===== src/rtl/lsu_pkg.sv =====
// Shared constants, FSM state type and request-decode helpers for the dmem load/store unit.
package lsu_pkg;

  localparam logic [2:0] F3_B  = 3'b000;
  localparam logic [2:0] F3_H  = 3'b001;
  localparam logic [2:0] F3_W  = 3'b010;
  localparam logic [2:0] F3_BU = 3'b100;
  localparam logic [2:0] F3_HU = 3'b101;

  localparam logic [3:0] MEM_WE_READ = 4'b0000;
  localparam logic [3:0] MEM_WE_FULL = 4'b1111;

  localparam int BYTE_W = 8;
  localparam int HALF_W = 16;
  localparam int WORD_W = 32;

  typedef enum logic [2:0] {
    S_IDLE,
    S_RD,
    S_MERGE,
    S_FMT,
    S_WR,
    S_RESP
  } state_t;

  function automatic logic f3_illegal(input logic we, input logic [2:0] f3);
    if (we) return f3 > F3_W;
    return (f3 == 3'b011) || (f3 == 3'b110) || (f3 == 3'b111);
  endfunction

  function automatic logic misaligned(input logic [2:0] f3, input logic [1:0] lo);
    case (f3[1:0])
      2'b01:   return lo[0];
      2'b10:   return lo != 2'b00;
      default: return 1'b0;
    endcase
  endfunction

  function automatic logic [1:0] align_lo(input logic [2:0] f3, input logic [1:0] lo);
    case (f3[1:0])
      2'b01:   return {lo[1], 1'b0};
      2'b10:   return 2'b00;
      default: return lo;
    endcase
  endfunction

endpackage


===== src/rtl/lsu_align.sv =====
// Combinational load-extract / store-merge datapath; zero latency, no flow control.
module lsu_align
  import lsu_pkg::*;
(
  input  logic [2:0]        funct3,
  input  logic [1:0]        addr_lo,
  input  logic [WORD_W-1:0] word,
  input  logic [WORD_W-1:0] wdata,
  output logic [WORD_W-1:0] load_data,
  output logic [WORD_W-1:0] merge_data
);

  logic [BYTE_W-1:0] sel_b;
  logic [HALF_W-1:0] sel_h;

  always_comb begin
    sel_b = word[{addr_lo, 3'b000} +: BYTE_W];
    sel_h = word[{addr_lo[1], 4'b0000} +: HALF_W];
    case (funct3)
      F3_B:    load_data = {{(WORD_W-BYTE_W){sel_b[BYTE_W-1]}}, sel_b};
      F3_H:    load_data = {{(WORD_W-HALF_W){sel_h[HALF_W-1]}}, sel_h};
      F3_BU:   load_data = {{(WORD_W-BYTE_W){1'b0}}, sel_b};
      F3_HU:   load_data = {{(WORD_W-HALF_W){1'b0}}, sel_h};
      default: load_data = word;
    endcase
  end

  always_comb begin
    merge_data = word;
    case (funct3)
      F3_B:    merge_data[{addr_lo, 3'b000} +: BYTE_W]    = wdata[BYTE_W-1:0];
      F3_H:    merge_data[{addr_lo[1], 4'b0000} +: HALF_W] = wdata[HALF_W-1:0];
      default: merge_data = wdata;
    endcase
  end

endmodule


===== src/rtl/dmem_lsu.sv =====
// Single-outstanding load/store unit; sub-word stores are read-modify-write. Latency 1/2/3/4 (err/SW/load/SB-SH).
// Response held until resp_ready. Define LSU_MISALIGN_TRAP_EN to trap misaligned accesses instead of aligning down.
module dmem_lsu
  import lsu_pkg::*;
#(
  parameter int ADDR_W = 32,
  parameter int MEM_AW = 12
) (
  input  logic              clk,
  input  logic              rst_n,
  input  logic              req_valid,
  output logic              req_ready,
  input  logic              req_we,
  input  logic [2:0]        req_funct3,
  input  logic [ADDR_W-1:0] req_addr,
  input  logic [31:0]       req_wdata,
  output logic              resp_valid,
  input  logic              resp_ready,
  output logic [31:0]       resp_rdata,
  output logic              resp_err,
  output logic [3:0]        mem_we,
  output logic              mem_write_only,
  output logic [MEM_AW-1:0] mem_addr,
  output logic [31:0]       mem_wdata,
  input  logic [31:0]       mem_rdata
);

  state_t      state;
  logic        st_q;
  logic [2:0]  f3_q;
  logic [1:0]  lo_q;
  logic [31:0] wdata_q;
  logic        req_err;
  logic [1:0]  req_lo;
  logic [31:0] load_data;
  logic [31:0] merge_data;
  logic        addr_hi_unused;

  assign addr_hi_unused = ^req_addr[ADDR_W-1:MEM_AW+2];
  assign req_ready = (state == S_IDLE);

  always_comb begin
    req_err = f3_illegal(req_we, req_funct3);
    req_lo  = req_addr[1:0];
`ifdef LSU_MISALIGN_TRAP_EN
    if (misaligned(req_funct3, req_addr[1:0])) req_err = 1'b1;
`else
    req_lo  = align_lo(req_funct3, req_addr[1:0]);
`endif
  end

  lsu_align u_align (
    .funct3     (f3_q),
    .addr_lo    (lo_q),
    .word       (mem_rdata),
    .wdata      (wdata_q),
    .load_data  (load_data),
    .merge_data (merge_data)
  );

  always_ff @(posedge clk or negedge rst_n) begin
    if (!rst_n) begin
      state          <= S_IDLE;
      st_q           <= 1'b0;
      f3_q           <= '0;
      lo_q           <= '0;
      wdata_q        <= '0;
      resp_valid     <= 1'b0;
      resp_rdata     <= '0;
      resp_err       <= 1'b0;
      mem_we         <= MEM_WE_READ;
      mem_write_only <= 1'b0;
      mem_addr       <= '0;
      mem_wdata      <= '0;
    end else begin
      // Write strobes are single-cycle pulses; every other cycle is a harmless read.
      mem_we         <= MEM_WE_READ;
      mem_write_only <= 1'b0;
      case (state)
        S_IDLE: begin
          if (req_valid) begin
            st_q    <= req_we;
            f3_q    <= req_funct3;
            lo_q    <= req_lo;
            wdata_q <= req_wdata;
            if (req_err) begin
              resp_err   <= 1'b1;
              resp_rdata <= '0;
              resp_valid <= 1'b1;
              state      <= S_RESP;
            end else begin
              mem_addr <= req_addr[MEM_AW+1:2];
              if (req_we && (req_funct3 == F3_W)) begin
                mem_wdata      <= req_wdata;
                mem_we         <= MEM_WE_FULL;
                mem_write_only <= 1'b1;
                state          <= S_WR;
              end else begin
                state <= S_RD;
              end
            end
          end
        end
        S_RD:    state <= st_q ? S_MERGE : S_FMT;
        S_FMT: begin
          resp_rdata <= load_data;
          resp_valid <= 1'b1;
          state      <= S_RESP;
        end
        S_MERGE: begin
          mem_wdata      <= merge_data;
          mem_we         <= MEM_WE_FULL;
          mem_write_only <= 1'b1;
          state          <= S_WR;
        end
        S_WR: begin
          resp_rdata <= '0;
          resp_valid <= 1'b1;
          state      <= S_RESP;
        end
        S_RESP: begin
          if (resp_ready) begin
            resp_valid <= 1'b0;
            resp_err   <= 1'b0;
            resp_rdata <= '0;
            state      <= S_IDLE;
          end
        end
        default: state <= S_IDLE;
      endcase
    end
  end

endmodule


===== config.mk =====
export PLATFORM = sky130hd
export DESIGN_NAME = dmem_lsu
export DESIGN_NICKNAME = d
export VERILOG_FILES = /design/src/rtl/lsu_pkg.sv /design/src/rtl/lsu_align.sv /design/src/rtl/dmem_lsu.sv
export SDC_FILE = /design/constraint.sdc
export NUM_CORES = 1
export LEC_CHECK = 0
export CAP_MARGIN = 20
export CORE_ASPECT_RATIO = 2
export CORE_UTILIZATION = 49
export DETAILED_ROUTE_END_ITERATION = 16
export PLACE_DENSITY = 0.84
export SLEW_MARGIN = 20
export SYNTH_ARGS = -nofsm -noshare
export SYNTH_HDL_FRONTEND = slang
export SYNTH_HIERARCHICAL = 1
export SYNTH_SLANG_ARGS = --single-unit

===== constraint.sdc =====
create_clock -name clk -period 3.6 [get_ports clk]
set_clock_uncertainty 0.1 [all_clocks]
set_input_delay 0.54 -clock clk [delete_from_list [all_inputs] [get_ports clk]]
set_output_delay 0.54 -clock clk [all_outputs]
set_load 0.03 [all_outputs]

==> reports/results.ini <==
[die]
start_util_pct=50.2
dieHeight_um=171
io_pins=188
die_w_um=86.4
core_area_um2=13900
num_rows=61
dieArea_um2=14800

[layout]
layout_commonest_cell=nand2_1
drive_above_1_share_pct=8.84
nets=993
num_antenna_cells=0
post-route-util_pct=67.2
area_growth_pct=33.7
final_cell_mix=188 x nand2_1, 168 x clkdlybuf4s50_1, 119 x dfrtp_1
fill_cells=1080
final_cells=1083

[grt]
grt_pass1_vias=6370
grt_antenna_before_repair=0
gr-total-overflow=0
grt_usage_pct=29.5
grt_max_degree=68
grt_pass1_wl_um=33100

[drt]
drcViolationCount=0
first_iter_violations=398
num_vias=6377
drt-total-wl_um=21000
drt_pre_antenna_iters=5
via_per_inst=5.89
wl_per_cell_um=19.4
ant_nets=0

[setup_path]
slowest_stage=nor4bb_2
cp_max_fo=25
path_class=reg2reg
cp-end-kind=flop
cp.required_ps=3840
r2r_start=lo_q[1]
endpoint=mem_wdata[21]
cp.arrival_ps=3270
cp_top_family=simple AND/OR/NAND/NOR gates
r2r_slack_ps=580
worstRegToRegCells=7
r2r_end=mem_wdata[21]
worst_setup_path_start_kind=flop
critical_path_depth=7
cpPeakStageDelay_ps=700
path_cells=clkinv_1, ha_1, nor4bb_2, a221o_1, a22o_1, nand2_1, o21ai_1
critPathLaunch=lo_q[1]
cp_num_buf_inv=1

[clocking]
cts_resized=0
post_cts_buffers=0
cts_root_buf=clkbuf_16
numCtsBuffers=17
clk_path_buf_depth=2
cts.htree.levels=4
cts_tree=built
clkLatencyLatePin_ps=420
clock_sinks=120
clkTransAtPathRegs_ps=60
cts_hold_buf=0

[logic_synthesis]
post_synth.cell_area_avg_um2=9.44
synth_cells=739
synth_seq_cells=120
synth.top_cell.area_share_pct=43.0
syn_area_um2=6980
synthArstFlopShare_pct=100
synth_cell_type_count=62
yosys-top-cells-area=dfrtp_1 43%, nand2_1 10%, mux2i_1 8.9%, a22o_1 6.3%, o21ai_1 2.4%
synth_nets=851
ys_warn_count=6
synth-main-ff-cell=dfrtp_1
synth_edf_count=0
ys_seq_area_share_pct=43.0
synth_top_cell_by_area=dfrtp_1

[sta]
fin_crit_sh_pct=83.9
rsz0062_at_grt=false
hold_viol_final=0
timing.slew.headroom_pct=43.9
final_max_slew_viol_count=0
worstMarginPinSlew_ps=830
setup_ws_ps=578
min_period_ps=3020
fin_tns_setup_ps=0
setup_viol=0
hold_slack_ps=56.2
max_clock_freq_ghz=0.331

[worst_hold_path]
worst_hold_path_type=in2async

[place]
gp_congestion=0.945
dp_slack_ps=374
port_buffers=169
place_hpwl_um=15100
placed_cells=1051

[job]
max_cap_viol_count=0

[power]
p_leak_uw=0.00440
vdd_ir_drop_max_mv=0.584
power_density_nw_per_um2=967

[outcome]
run_status=finished, final reports clean

per-layer routing:
metal / share of wire [%] / up-vias / global-route usage [%] / wire length, um
li1: - / 2919 / - / -
met1: 37 / 3061 / 32.5 / 7730
met2: 51 / 310 / 49.6 / 10700
met3: 5.2 / 87 / 6.03 / 1090
met4: 7.2 / 0 / 21.3 / 1500
met5: 0 / - / 0 / 0
worst reg2reg max path: stages, from the launching register on:
cell and delay [ps]:
dfrtp_2 670, clkinv_1 410, ha_1 480, nor4bb_2 700, a221o_1 270, a22o_1 130, nand2_1 80, o21ai_1 110
flip-flops by register name, indices dropped and copies added (netlist names):
name,cells
mem_addr,12
wdata_q,32
st_q,1
resp_rdata,32
resp_valid,1
mem_wdata,32
f3_q,3
mem_we,1
resp_err,1
lo_q,2
state,3
final cells by class:
cell class	instances	area, um2	share of cell area [%]
Clock buffer	19	453	4.85
Clock inverter	13	168	1.80
Inverter	18	67.6	0.724
Multi-Input combinational cell	541	3590	38.5
Sequential cell	120	3000	32.2
Tap cell	189	236	2.53
Timing Repair Buffer	183	1810	19.4
metrics by stage:
step / cell area (um2) / total power (uW)
after global placement: 8700 / 7090
after CTS: 9320 / 9000
after global routing: 9330 / 9490
after detailed placement: 8700 / 7170
after floorplan: 6980 / 5590
final: 9330 / 9020
logic make-up after synthesis:
kind of cell             count (synthesis)  synth area share (%)
AND/OR/NAND/NOR                        277                  19.0
AO/OA/AOI/OAI                          179                  18.9
flip-flops                             120                  43.0
buffers and inverters                   78                  5.61
multiplexers                            77                  12.0
adder cells (fa/ha/maj)                  8                  1.43
synth_stat cells, types with 10 or more instances:
cell / count
nand2_1: 188
mux2i_1: 62
clkbuf_1: 19
nor2b_1: 26
and3b_1: 10
a21oi_1: 18
nor2_1: 10
buf_2: 27
dfrtp_1: 120
o21ai_0: 15
mux2_4: 10
a22o_1: 50
o21ai_1: 33
inv_1: 16
where the power goes:
group | internal, uW | switching (uW)
combinational | 1990 | 2680
sequential | 1950 | 609
clock | 1130 | 653
total | 5070 | 3950
how the worst min path moves through the flow:
stage | startpoint | to | slack [ps] | cells after the start
2_1_floorplan | rst_n | f3_q[0] | 140 | 0
4_1_cts | rst_n | mem_we[2] | 80 | 1
3_3_place_gp | wdata_q[19] | wdata_q[19] | 360 | 2
5_1_grt | rst_n | mem_wdata[4] | 120 | 1
6_report | rst_n | mem_wdata[7] | 60 | 1
3_5_place_dp | wdata_q[20] | wdata_q[20] | 360 | 2
No activity file was read; power rests on OpenSTA's default activity.
